**src/rtl/vuop_sequencer.sv**
```systemverilog
// -----------------------------------------------------------------------------
// vuop_sequencer
//
// Splits one decoded RV32V vector instruction into a stream of micro-ops.
// Each uop covers NUM_LANES consecutive elements. It carries its index within
// the instruction, the source and destination register offsets inside the
// register group, the bank position inside the source register, a per-lane
// active mask and a last flag.
//
// Optional feature macro: RV32V_VSTART_RESUME_EN
//   defined   : in_vstart is honoured. Uops wholly below vstart are skipped
//               and leading lanes below vstart are masked off.
//   undefined : in_vstart is ignored and sequencing always starts at 0.
//
// Ports
//   CLK, RST                      clock, synchronous active-high reset
//   flush                         abort the current sequence, block accept
//   in_valid / in_ready           instruction handshake (in_ready is comb)
//   in_vsew, in_vlmul, in_widen   element width, group multiplier, widening
//   in_vl, in_vstart              vector length, first element to process
//   uop_valid / uop_ready         uop handshake
//   uop_num                       uop index within instruction
//   uop_last                      final uop of instruction
//   uop_lane_active               lane i active when base+i in [vstart, vl)
//   uop_elem_base                 element index of lane 0
//   uop_vs_reg_off/uop_vd_reg_off source/destination register offset
//   uop_bank_offset               uop position within its source register
//   illegal                       one-cycle pulse after a rejected accept
// -----------------------------------------------------------------------------
module vuop_sequencer #(
   parameter  int VLEN      = 128,
   parameter  int NUM_LANES = 4,
   localparam int EW        = $clog2(VLEN) + 1,
   localparam int UW        = $clog2(VLEN / NUM_LANES),
   localparam int BW        = ($clog2(VLEN / (8 * NUM_LANES)) > 1) ?
                              $clog2(VLEN / (8 * NUM_LANES)) : 1
) (
   input  logic                 CLK,
   input  logic                 RST,
   input  logic                 flush,
   input  logic                 in_valid,
   output logic                 in_ready,
   input  logic [2:0]           in_vsew,
   input  logic [2:0]           in_vlmul,
   input  logic                 in_widen,
   input  logic [EW-1:0]        in_vl,
   input  logic [EW-1:0]        in_vstart,
   output logic                 uop_valid,
   input  logic                 uop_ready,
   output logic [UW-1:0]        uop_num,
   output logic                 uop_last,
   output logic [NUM_LANES-1:0] uop_lane_active,
   output logic [EW-1:0]        uop_elem_base,
   output logic [2:0]           uop_vs_reg_off,
   output logic [2:0]           uop_vd_reg_off,
   output logic [BW-1:0]        uop_bank_offset,
   output logic                 illegal
);

   localparam int LOG_VLEN = $clog2(VLEN);
   localparam int LOG_NL   = $clog2(NUM_LANES);

   typedef enum logic {IDLE, SEQ} state_t;

   typedef struct packed {
      logic [NUM_LANES-1:0] lanes;
      logic                 last;
      logic [2:0]           vs_off;
      logic [2:0]           vd_off;
      logic [BW-1:0]        bank;
   } uop_fields_t;

   // Per-uop fields for a given lane-0 element index. Elements per register
   // is VLEN/(8<<vsew), so every divide below is a shift by its log2.
   // An empty instruction (vl==0 or vstart>=vl) needs no special case: all
   // lanes fall outside [s, vl) and base+NUM_LANES >= vl holds by itself.
   function automatic uop_fields_t calc_fields(
      input logic [EW-1:0] base,
      input logic [1:0]    vsew,
      input logic          widen,
      input logic [EW-1:0] vl,
      input logic [EW-1:0] s
   );
      uop_fields_t   f;
      int            log_epr;
      logic [EW-1:0] epr_mask;
      logic [EW:0]   elem;
      log_epr  = LOG_VLEN - 3 - int'(vsew);
      epr_mask = (EW'(1) << log_epr) - EW'(1);
      f.vs_off = 3'(base >> log_epr);
      f.vd_off = 3'(base >> (log_epr - int'(widen)));
      f.bank   = BW'((base & epr_mask) >> LOG_NL);
      f.last   = (({1'b0, base} + (EW+1)'(NUM_LANES)) >= {1'b0, vl});
      for (int i = 0; i < NUM_LANES; i++) begin
         elem       = {1'b0, base} + (EW+1)'(i);
         f.lanes[i] = (elem >= {1'b0, s}) && (elem < {1'b0, vl});
      end
      return f;
   endfunction

   // ---------------------------------------------------------------- state
   state_t               state_q;
   logic [EW-1:0]        base_q;
   logic [UW-1:0]        num_q;
   logic [1:0]           vsew_q;
   logic                 widen_q;
   logic [EW-1:0]        vl_q;
   logic [EW-1:0]        s_q;
   logic                 uop_valid_q;
   logic                 uop_last_q;
   logic [NUM_LANES-1:0] lanes_q;
   logic [2:0]           vs_off_q;
   logic [2:0]           vd_off_q;
   logic [BW-1:0]        bank_q;
   logic                 illegal_q;

   // ------------------------------------------------------ next-state terms
   logic [EW-1:0] s_d;
   logic [EW-1:0] start_base_d;
   logic [EW-1:0] adv_base_d;
   logic          accept;
   logic          acc_illegal;
   uop_fields_t   start_fields;
   uop_fields_t   adv_fields;

`ifdef RV32V_VSTART_RESUME_EN
   assign s_d = in_vstart;
`else
   // vstart is not honoured in this build; keep the port but sink it.
   logic unused_vstart;
   assign unused_vstart = ^in_vstart;
   assign s_d           = '0;
`endif

   // Combinational so a new instruction can be taken in the same cycle as
   // the previous instruction's last uop handshake (no bubble).
   assign in_ready = !flush &&
                     ((state_q == IDLE) || (uop_valid_q && uop_ready && uop_last_q));
   assign accept   = in_valid && in_ready;

   // NOTE: every signal driven in always_comb gets a value on every path
   // (here: unconditionally), otherwise the tool infers a latch.
   always_comb begin
      acc_illegal  = (in_vsew > 3'd2)                      // SEW64 and reserved
                  || (in_widen && (in_vsew == 3'd2))       // SEW32 cannot widen
                  || (in_widen && (in_vlmul == 3'd3))      // LMUL8 cannot widen
                  || (in_vlmul == 3'd4);                   // reserved LMUL
      // Round vstart down to a uop boundary: uops wholly below it are skipped.
      start_base_d = (s_d >> LOG_NL) << LOG_NL;
      adv_base_d   = base_q + EW'(NUM_LANES);
      start_fields = calc_fields(start_base_d, in_vsew[1:0], in_widen, in_vl, s_d);
      adv_fields   = calc_fields(adv_base_d, vsew_q, widen_q, vl_q, s_q);
   end

   // ------------------------------------------------------------------ FSM
   // NOTE: sequential state uses non-blocking assignments only, so every
   // register samples the pre-edge values regardless of statement order.
   always_ff @(posedge CLK) begin
      if (RST) begin
         state_q     <= IDLE;
         base_q      <= '0;
         num_q       <= '0;
         vsew_q      <= '0;
         widen_q     <= 1'b0;
         vl_q        <= '0;
         s_q         <= '0;
         uop_valid_q <= 1'b0;
         uop_last_q  <= 1'b0;
         lanes_q     <= '0;
         vs_off_q    <= '0;
         vd_off_q    <= '0;
         bank_q      <= '0;
         illegal_q   <= 1'b0;
      end else begin
         illegal_q <= 1'b0;
         if (flush) begin
            // Drop the in-flight uop; in_ready is low so nothing is accepted.
            state_q     <= IDLE;
            uop_valid_q <= 1'b0;
         end else if (accept) begin
            if (acc_illegal) begin
               state_q     <= IDLE;
               uop_valid_q <= 1'b0;
               illegal_q   <= 1'b1;
            end else begin
               state_q     <= SEQ;
               base_q      <= start_base_d;
               num_q       <= '0;
               vsew_q      <= in_vsew[1:0];
               widen_q     <= in_widen;
               vl_q        <= in_vl;
               s_q         <= s_d;
               uop_valid_q <= 1'b1;
               uop_last_q  <= start_fields.last;
               lanes_q     <= start_fields.lanes;
               vs_off_q    <= start_fields.vs_off;
               vd_off_q    <= start_fields.vd_off;
               bank_q      <= start_fields.bank;
            end
         end else if ((state_q == SEQ) && uop_ready) begin
            if (uop_last_q) begin
               state_q     <= IDLE;
               uop_valid_q <= 1'b0;
            end else begin
               base_q      <= adv_base_d;
               num_q       <= num_q + UW'(1);
               uop_last_q  <= adv_fields.last;
               lanes_q     <= adv_fields.lanes;
               vs_off_q    <= adv_fields.vs_off;
               vd_off_q    <= adv_fields.vd_off;
               bank_q      <= adv_fields.bank;
            end
         end
      end
   end

   assign uop_valid       = uop_valid_q;
   assign uop_num         = num_q;
   assign uop_last        = uop_last_q;
   assign uop_lane_active = lanes_q;
   assign uop_elem_base   = base_q;
   assign uop_vs_reg_off  = vs_off_q;
   assign uop_vd_reg_off  = vd_off_q;
   assign uop_bank_offset = bank_q;
   assign illegal         = illegal_q;

endmodule

```
**config.mk**
```make
export PLATFORM = sky130hd
export DESIGN_NAME = vuop_sequencer
export DESIGN_NICKNAME = d
export VERILOG_FILES = /design/src/rtl/vuop_sequencer.sv
export SDC_FILE = /design/constraint.sdc
export NUM_CORES = 1
export LEC_CHECK = 0
export BUFFER_PORTS_ARGS = -buffer_cell sky130_fd_sc_hd__buf_2
export CAP_MARGIN = 20
export CELL_PAD_IN_SITES_DETAIL_PLACEMENT = 1
export CELL_PAD_IN_SITES_GLOBAL_PLACEMENT = 2
export CORE_ASPECT_RATIO = 0.75
export CORE_MARGIN = 5
export CORE_UTILIZATION = 34
export DETAILED_ROUTE_END_ITERATION = 10
export PLACE_DENSITY_LB_ADDON = 0.1
export SETUP_SLACK_MARGIN = 0.5
export SLEW_MARGIN = 20
export SYNTH_ARGS = -nofsm -noshare
export SYNTH_HDL_FRONTEND = slang
export SYNTH_SLANG_ARGS = --single-unit
```
**constraint.sdc**
```tcl
create_clock -name CLK -period 5.7 [get_ports CLK]
set_input_delay 0.57 -clock CLK [delete_from_list [all_inputs] [get_ports CLK]]
set_output_delay 0.57 -clock CLK [all_outputs]
set_load 0.01 [all_outputs]
```
After elaboration in Yosys (flattened, before gate mapping) --
Index checks and enable logic that the tools add are counted. Widths: inputs -> output; s select.
Operators by class: add/sub/neg operators 11, eq/ne operators 5, bitwise logic cells 5, reductions and logical operators 23, shifts and indexed selects 5, multiplexer cells 33, magnitude comparators 15
Operator list (number):
- $shr 1x32->3 const A | 2
- $shr 8x32->3 | 2
- $mux 8 | 4
- $shl 1x32->4 const A | 1
- $ge 9x1->1 const B | 3
- $lt 9x8->1 | 3
- $mux 3 | 8
- $mux 5 | 4
- $add 8x2->9 const B | 2
- $lt 1x8->1 const A | 2
- $lt 2x8->1 const A | 2
- $mux 4 | 4
- $logic_and 1x1->1 | 10
- $sub 4x2->5 | 2
- $add 8x1->9 const B | 1
- $add 8x3->9 const B | 1
- $ge 9x8->1 | 1
- $mux 1 | 9
- $add 8x3->8 const B | 1
- $ge 3x8->1 const A | 1
- $ge 8x1->1 const B | 1
- $lt 8x8->1 | 1
- $mux 2 | 4
- $sub 3x2->4 const A | 2
- 17 further kinds | 26
Word-level totals: word-level logic and storage cells 109, input port bits 28, register bits 39

Logic depth before layout (Yosys ltp) --
Gate-level depths: netlist (run 1).
depth after elaboration 7, mapped depth 12, gate-level depth less buffers 11

Worst setup path before layout (run 1) --
No wires, ideal clock.
path type register -> register, start reg base_q[2] (netlist: uop_elem_base[2]), end reg uop_last_q (netlist: uop_last), buffers on the path 2, clock period less this slack 2.917 ns, arrival time 2.780 ns, path slack 2.783 ns, setup time 0.136 ns, cell stages (with the launch flop) 12, required time 5.564 ns, path through dfxtp_1 -> clkbuf_1 -> inv_1 -> ha_1 -> clkbuf_1 -> nor3_1 -> nand3_1 -> xnor2_1 -> ha_1 -> a2111oi_0 -> o311a_1 -> a2111oi_2
On the way: word-level cells in the longest chain between the ends 6
RTL lines:
- start: declaration | line 103 | logic [EW-1:0] base_q;
- start signal: assignment | line 187 | base_q <= start_base_d;
- start signal: assignment | line 205 | base_q <= adv_base_d;
- $add 8x3->8 | line 150 | adv_base_d = base_q + EW'(NUM_LANES);
- $add 8x3->9 | line 93 | f.last = (({1'b0, base} + (EW+1)'(NUM_LANES)) >= {1'b0, vl});
- $ge 9x8->1 | line 93
- $mux 1 | line 201 | if (uop_last_q) begin
- $mux 1 | line 200 | end else if ((state_q == SEQ) && uop_ready) begin
- $mux 1 | line 180 | end else if (accept) begin
- end signal: assignment | line 194 | uop_last_q <= start_fields.last;
- end signal: assignment | line 207 | uop_last_q <= adv_fields.last;
- end: declaration | line 110 | logic uop_last_q;
No other way between the ends. The select of a mux whose other input is x is not followed. A chain may end at the register's enable or synchronous reset.

Worst setup path in the final report (run 1) --
Same ends and word-level chain as after synthesis.

==> impl_metrics.py, run 1 <==
metrics = {
    "yosys": {
        "synth_edf_count": 0,
        "synth-async-reset-ratio": 0,
        "ys.flop_type": "dfxtp_1",
        "mapped_cell_area_sq_mm": 0.00270,
        "synth_cell_type_count": 66,
        "avgSynthCellArea_sq_um": 8.14,
        "netlist_instances": 332,
        "sequential_fraction_of_the_synthesis_area": 0.274,
        "number_of_flip_flops_and_latches_in_the_synthesized_netlist": 37,
        "yosysWarningCount": 0,
    },
    "timing": {
        "final_max_slew_viol_count": 0,
        "setup-tns-final_ps": 0,
        "worst_slack_ps": 2150,
        "maxClockFrequency_mhz": 282,
        "finalCriticalPeriod_ps": 3550,
        "hold_viol_final": 0,
        "worstMarginPinSlew_ps": 1010,
        "finalCritPeriodShare": 0.623,
        "grt_setup_unrepaired": "no",
        "slew_headroom": 0.323,
        "setup_violations": 0,
        "timing.hold.ws_ps": 456,
        "skew_ps": 7.56,
    },
    "die": {
        "coreArea_sq_mm": 0.00781,
        "initial_utilization": 0.346,
        "design.die.area_sq_mm": 0.00985,
        "die_h_um": 87.2,
        "top_level_ports": 57,
        "die_w_um": 113,
        "placementRows": 28,
    },
    "min_path": {
        "min_from": "vl_q[4]$_SDFFE_PP0P_",
        "hold_path_depth": 2,
        "timing.hold.worst_endpoint": "vl_q[4]$_SDFFE_PP0P_",
        "min_path_type": "reg2reg",
    },
    "placed_design": {
        "postPlaceCellArea_sq_mm": 0.00300,
        "place.gp.congestion": 0.808,
        "detailed_place_hpwl_um": 6390,
        "pre_cts_slack_ps": 2190,
        "place_inst": 467,
        "buffer_ports.inserted": 46,
    },
    "pwr": {
        "p_switching_mw": 0.156,
        "p_sw_frac": 0.270,
        "clock_power_share": 0.413,
        "total_power_mw": 0.577,
        "seq_power_share": 0.460,
        "total_leakage_power_nw": 1.32,
        "share_of_total_power_in_combinational_logic": 0.127,
        "power_per_standard_cell_area_mw_per_mm2": 186,
        "cellInternalPower_mw": 0.421,
        "worst_ir_drop_vdd_v": 0.0000923,
    },
    "clock_network": {
        "sink_count": 37,
        "clock_insertion_delay_worst_skew_ps": 300,
        "clk_pin_slew_ps": 90,
        "postCtsHoldBufs": 0,
        "post_cts.resized_instances": 0,
        "cts_tree": "done",
        "max-clock-path-buffers": 2,
        "post-cts-setup-buffers": 0,
        "tritoncts.num_buffers": 5,
        "cts-root-buf": "clkbuf_8",
        "cts_max_level": 2,
    },
    "global_routing": {
        "grt.total_usage": 0.173,
        "globalRoute.totalOverflow": 0,
        "grt_start_max_net_pins": 34,
        "grt_pass1_vias": 2535,
        "grt_antenna_before_repair": 0,
        "grt_pass1_wl_um": 13500,
    },
    "setup_path": {
        "r2r_cell_count": 10,
        "critPathCaptureType": "flop",
        "timing.reg2reg.setup_slack_ps": 2150,
        "timing.critical_path.from_type": "flop",
        "timing.rr.end": "uop_last$_SDFFE_PP0P_",
        "crit_path_max_fanout": 17,
        "worstPathRequired_ps": 5850,
        "regToRegStartpoint": "uop_elem_base[2]$_SDFFE_PP0P_",
        "crit_type": "reg2reg",
        "cp.arrival_ps": 3700,
    },
    "final_layout": {
        "diodes": 0,
        "post_layout_net_count": 427,
        "utilization": 0.398,
        "stdcell_area_sq_mm": 0.00311,
        "stdcell_count": 475,
        "register_area_sq_um": 741,
        "post_route_cells_drive_above_1_share": 0.189,
        "area_growth_pct": 15.0,
        "area_taken_by_multi_input_logic_gates_sq_mm": 0.00179,
        "n_fill_cell": 949,
    },
    "outcome": {
        "run_status": "complete, no violations",
    },
    "drt": {
        "drc": 0,
        "wire_per_inst_um": 17.7,
        "number_of_optimization_iterations_in_the_first_detailed_route_pass": 4,
        "initialDrtViolationCount": 91,
        "finalWirelength_um": 8380,
        "post_drt_via_cell_ratio": 5.47,
        "ant_nets": 0,
        "vias": 2597,
    },
    "run": {
        "drv_cap": 0,
    },
}
## power groups by stage
stage | clock [mW] | combinational [mW] | sequential, mW
final | 0.238 | 0.0733 | 0.266
after global routing | 0.255 | 0.0813 | 0.266
after CTS | 0.245 | 0.0739 | 0.266
after detailed placement | 0 | 0.0735 | 0.272
after global placement | 0 | 0.0732 | 0.271
after floorplan | 0 | 0.0485 | 0.271
## synth_stat cells (all sizes together), types with 6 or more instances
cell type | n | area (sq um)
nor2b | 6 | 37.5
dfxtp | 37 | 741
clkbuf | 10 | 37.5
nand2 | 28 | 108
xnor2 | 7 | 68.8
ha | 30 | 375
inv | 23 | 86.3
o211ai | 8 | 60.1
o21ai | 9 | 45.0
nor2 | 26 | 97.6
buf | 9 | 48.8
a21oi | 34 | 178
nand3 | 21 | 105
nor3 | 9 | 45.0
## flip-flops by register name, summed over array words and instances, names as in the netlist
name             count
vl_q                 8
uop_elem_base        6
uop_num              5
uop_lane_active      4
uop_vd_reg_off       3
uop_vs_reg_off       3
uop_bank_offset      2
vsew_q               2
illegal              1
uop_last             1
uop_valid            1
widen_q              1
## cell families after synthesis
| family | Yosys count | share of synthesized area |
|---|---|---|
| simple gates | 116 | 0.221 |
| compound gates | 92 | 0.241 |
| buf+inv | 42 | 0.0639 |
| flops | 37 | 0.274 |
| fa+ha+maj | 30 | 0.139 |
| xor+xnor | 10 | 0.0352 |
| mux | 4 | 0.0245 |
| other cells | 1 | 0.00139 |
## layer usage
layer | wire (um) | track usage
met4 | 53 | 0.0360
met1 | 4380 | 0.259
met3 | 529 | 0.0368
met2 | 3420 | 0.253
met5 | 0 | 0
## worst max path at each step
| stage | from | to | slack, ps | cells after the start |
|---|---|---|---|---|
| global placement | uop_elem_base[2]$_SDFFE_PP0P_ | uop_last$_SDFFE_PP0P_ | 2270 | 10 |
| floorplan | uop_elem_base[2]$_SDFFE_PP0P_ | uop_last$_SDFFE_PP0P_ | 2780 | 11 |
| CTS | uop_elem_base[2]$_SDFFE_PP0P_ | uop_last$_SDFFE_PP0P_ | 2150 | 10 |
| detailed placement | uop_elem_base[2]$_SDFFE_PP0P_ | uop_last$_SDFFE_PP0P_ | 2190 | 10 |
| global route | uop_elem_base[2]$_SDFFE_PP0P_ | uop_last$_SDFFE_PP0P_ | 1970 | 10 |
| finish | uop_elem_base[2]$_SDFFE_PP0P_ | uop_last$_SDFFE_PP0P_ | 2150 | 10 |
## critical path: stages, from the launching register on
cell,delay (ps)
dfxtp_1,810
ha_1,360
nand3_1,170
xor2_1,480
inv_2,190
xnor2_1,180
ha_1,300
a21o_1,160
a2111oi_0,430
o311a_1,280
a2111oi_2,50
## cell usage in the layout (no fill, tap or decap), drive strengths merged, types with 6 or more instances in the layout
cell	Yosys	layout
a21oi	34	34
buf	9	48
clkbuf	10	6
dfxtp	37	37
ha	30	30
inv	23	23
nand2	28	28
nand3	21	21
nor2	26	26
nor2b	6	6
nor3	9	9
o211ai	8	8
o21ai	9	9
xnor2	7	7
## cell type report
| cell class | count | share of cell area |
|---|---|---|
| clock buffers | 6 | 0.0233 |
| clock inverters | 2 | 0.0125 |
| repair buffers | 48 | 0.0789 |
| inverters | 23 | 0.0278 |
| flip-flops and latches | 37 | 0.238 |
| well taps | 105 | 0.0423 |
| multi-input cells | 254 | 0.577 |
Note: power is estimated with default switching activity, not from simulation.
==> run 2, diff against run 1 <==
--- a/config.mk
+++ b/config.mk
@@ -11,7 +11,7 @@
 export CELL_PAD_IN_SITES_GLOBAL_PLACEMENT = 2
 export CORE_ASPECT_RATIO = 0.75
 export CORE_MARGIN = 5
-export CORE_UTILIZATION = 34
+export CORE_UTILIZATION = 32
 export DETAILED_ROUTE_END_ITERATION = 10
 export PLACE_DENSITY_LB_ADDON = 0.1
 export SETUP_SLACK_MARGIN = 0.5
==> constraint.sdc (replaced) <==
create_clock -name CLK -period 3.4 [get_ports CLK]
set_input_delay 0.34 -clock CLK [delete_from_list [all_inputs] [get_ports CLK]]
set_output_delay 0.34 -clock CLK [all_outputs]
set_load 0.01 [all_outputs]
==> run 2 against run 1 <==
  * Clock skew down 4.5 ps
  * Sequential share of layout area down 1.1 points
  * Sequential power up 67%
  * Highest routed layer unchanged
==> impl_metrics.py, run 2 (synthesis gave the netlist of run 1 again) <==
metrics = {
    "clock_network": {
        "post_cts.resized_instances": 1,
        "max-clock-path-buffers": 2,
        "tritoncts.num_buffers": 5,
        "cts_max_level": 2,
        "clock_insertion_delay_worst_skew_ps": 280,
        "postCtsHoldBufs": 0,
        "sink_count": 37,
        "cts-root-buf": "clkbuf_16",
        "clk_pin_slew_ps": 60,
        "cts_tree": "done",
        "post-cts-setup-buffers": 0,
    },
    "timing": {
        "skew_ps": 3.05,
        "worstMarginPinSlew_ps": 733,
        "final_max_slew_viol_count": 0,
        "finalCriticalPeriod_ps": 2800,
        "slew_headroom": 0.511,
        "setup-tns-final_ps": 0,
        "maxClockFrequency_mhz": 357,
        "grt_setup_unrepaired": "no",
        "setup_violations": 0,
        "hold_viol_final": 0,
        "worst_slack_ps": 596,
        "finalCritPeriodShare": 0.825,
    },
    "setup_path": {
        "critPathCaptureType": "flop",
        "worst_path_cell_trace": "ha_1 -> nand3_1 -> xor2_2 -> inv_2 -> xnor2_1 -> ha_1 -> a21o_1 -> a2111oi_0 -> o311a_1 -> a2111oi_2",
        "regToRegStartpoint": "uop_elem_base[3]$_SDFFE_PP0P_",
        "worst_path_most_repeated_cell": "ha_1",
        "crit_path_end": "uop_last$_SDFFE_PP0P_",
        "worstPathRequired_ps": 3540,
        "cp_slowest_cell": "dfxtp_1",
        "timing.reg2reg.setup_slack_ps": 600,
        "cp.arrival_ps": 2940,
        "timing.critical_path.from_type": "flop",
        "r2r_cell_count": 10,
        "slowest_delay_ps": 420,
        "timing.rr.end": "uop_last$_SDFFE_PP0P_",
        "crit_path_max_fanout": 6,
        "crit_type": "reg2reg",
        "worst_setup_path_startpoint": "uop_elem_base[3]$_SDFFE_PP0P_",
    },
    "global_routing": {
        "globalRoute.totalOverflow": 0,
        "grt.total_usage": 0.180,
        "grt_antenna_before_repair": 0,
        "grt_start_max_net_pins": 34,
        "grt_pass1_wl_um": 14500,
        "grt_pass1_vias": 2665,
    },
    "pwr": {
        "p_sw_frac": 0.253,
        "worst_ir_drop_vdd_v": 0.000216,
        "p_switching_mw": 0.283,
        "power_per_standard_cell_area_mw_per_mm2": 342,
        "cellInternalPower_mw": 0.836,
        "clock_power_share": 0.488,
        "total_leakage_power_nw": 1.40,
        "seq_power_share": 0.398,
        "share_of_total_power_in_combinational_logic": 0.115,
    },
    "drt": {
        "initialDrtViolationCount": 85,
        "finalWirelength_um": 8890,
        "wire_per_inst_um": 18.2,
        "routedLengthMet1_um": 4890,
        "wl_met2_um": 3680,
        "number_of_optimization_iterations_in_the_first_detailed_route_pass": 4,
        "ant_nets": 0,
        "drc": 0,
        "vias": 2640,
        "highest_metal_layer_with_signal_wires": "met4",
        "route.met3.wl_um": 283,
        "post_drt_via_cell_ratio": 5.41,
    },
    "die": {
        "design.die.area_sq_mm": 0.0104,
        "coreArea_sq_mm": 0.00835,
        "die_w_um": 116,
        "initial_utilization": 0.324,
        "die_h_um": 89.6,
        "placementRows": 29,
        "top_level_ports": 57,
    },
    "min_path": {
        "min_path_type": "in2reg",
        "hold_path_depth": 2,
    },
    "run": {
        "drv_cap": 0,
    },
    "final_layout": {
        "max_flop_register": "vl_q",
        "area_taken_by_multi_input_logic_gates_sq_mm": 0.00182,
        "register_area_sq_um": 744,
        "mostFrequentLayoutCell": "buf_2",
        "n_fill_cell": 1041,
        "layout_common_cells": "46 x buf_2, 36 x dfxtp_1, 32 x a21oi_1, 29 x ha_1, 27 x nand2_1",
        "area_growth_pct": 21.0,
        "post_route_cells_drive_above_1_share": 0.221,
        "diodes": 0,
        "post_layout_net_count": 437,
        "largest_reg_flops": 8,
    },
    "placed_design": {
        "place.gp.congestion": 0.813,
        "buffer_ports.inserted": 46,
        "pre_cts_slack_ps": 396,
        "detailed_place_hpwl_um": 6700,
    },
    "outcome": {
        "run_status": "complete, no violations",
    },
}
-- run 2: layer usage --
layer,vias to the layer above,GRT usage
li1,1315,-
met1,1281,0.277
met2,42,0.264
met3,2,0.0315
met4,0,0.0327
met5,-,0
-- run 2: stage by stage --
| step | instance area (sq um) | std cells | utilization | total power, mW | hold slack (ps) |
|---|---|---|---|---|---|
| global route | 3270 | 488 | 0.392 | 1.17 | 298 |
| detailed placement | 3080 | 480 | 0.369 | 0.583 | 449 |
| floorplan | 2710 | 333 | - | 0.536 | 418 |
| finish | 3270 | 488 | 0.392 | 1.12 | 282 |
| global placement | 3080 | 480 | 0.369 | 0.583 | 442 |
| CTS | 3240 | 488 | 0.389 | 1.14 | 280 |
-- run 2: worst min-delay path by stage --
| stage | start | endpoint |
|---|---|---|
| floorplan | flush | uop_valid$_SDFFE_PP0P_ |
| detailed placement | uop_lane_active[3]$_SDFFE_PP0P_ | uop_lane_active[3]$_SDFFE_PP0P_ |
| finish | flush | uop_valid$_SDFFE_PP0P_ |
| global placement | uop_lane_active[0]$_SDFFE_PP0P_ | uop_lane_active[0]$_SDFFE_PP0P_ |
| global route | flush | uop_valid$_SDFFE_PP0P_ |
| CTS | flush | uop_valid$_SDFFE_PP0P_ |
-- run 2: cell type report --
type,instances,area share
multi-input cells,254,0.555
flip-flops and latches,37,0.228
repair buffers,58,0.0980
well taps,108,0.0413
clock buffers,6,0.0394
inverters,23,0.0264
clock inverters,2,0.0119
-- run 2: worst max-delay path, delay by kind of cell (launching register included) --
kind                     cells  cell delay [ps]
XOR/XNOR                     2              440
AND/OR/NAND/NOR              1              230
adder cells (fa/ha/maj)      2              530
AO/OA/AOI/OAI                4              900
flip-flops                   1              420
buffers and inverters        1              120
-- run 2: power by group through the flow --
stage / Combinational (mW) / Clock, mW / Sequential (mW)
2_1_floorplan: 0.0813 / 0 / 0.455
3_3_place_gp: 0.128 / 0 / 0.455
3_5_place_dp: 0.128 / 0 / 0.455
4_1_cts: 0.129 / 0.562 / 0.445
5_1_grt: 0.144 / 0.585 / 0.445
6_report: 0.129 / 0.546 / 0.445
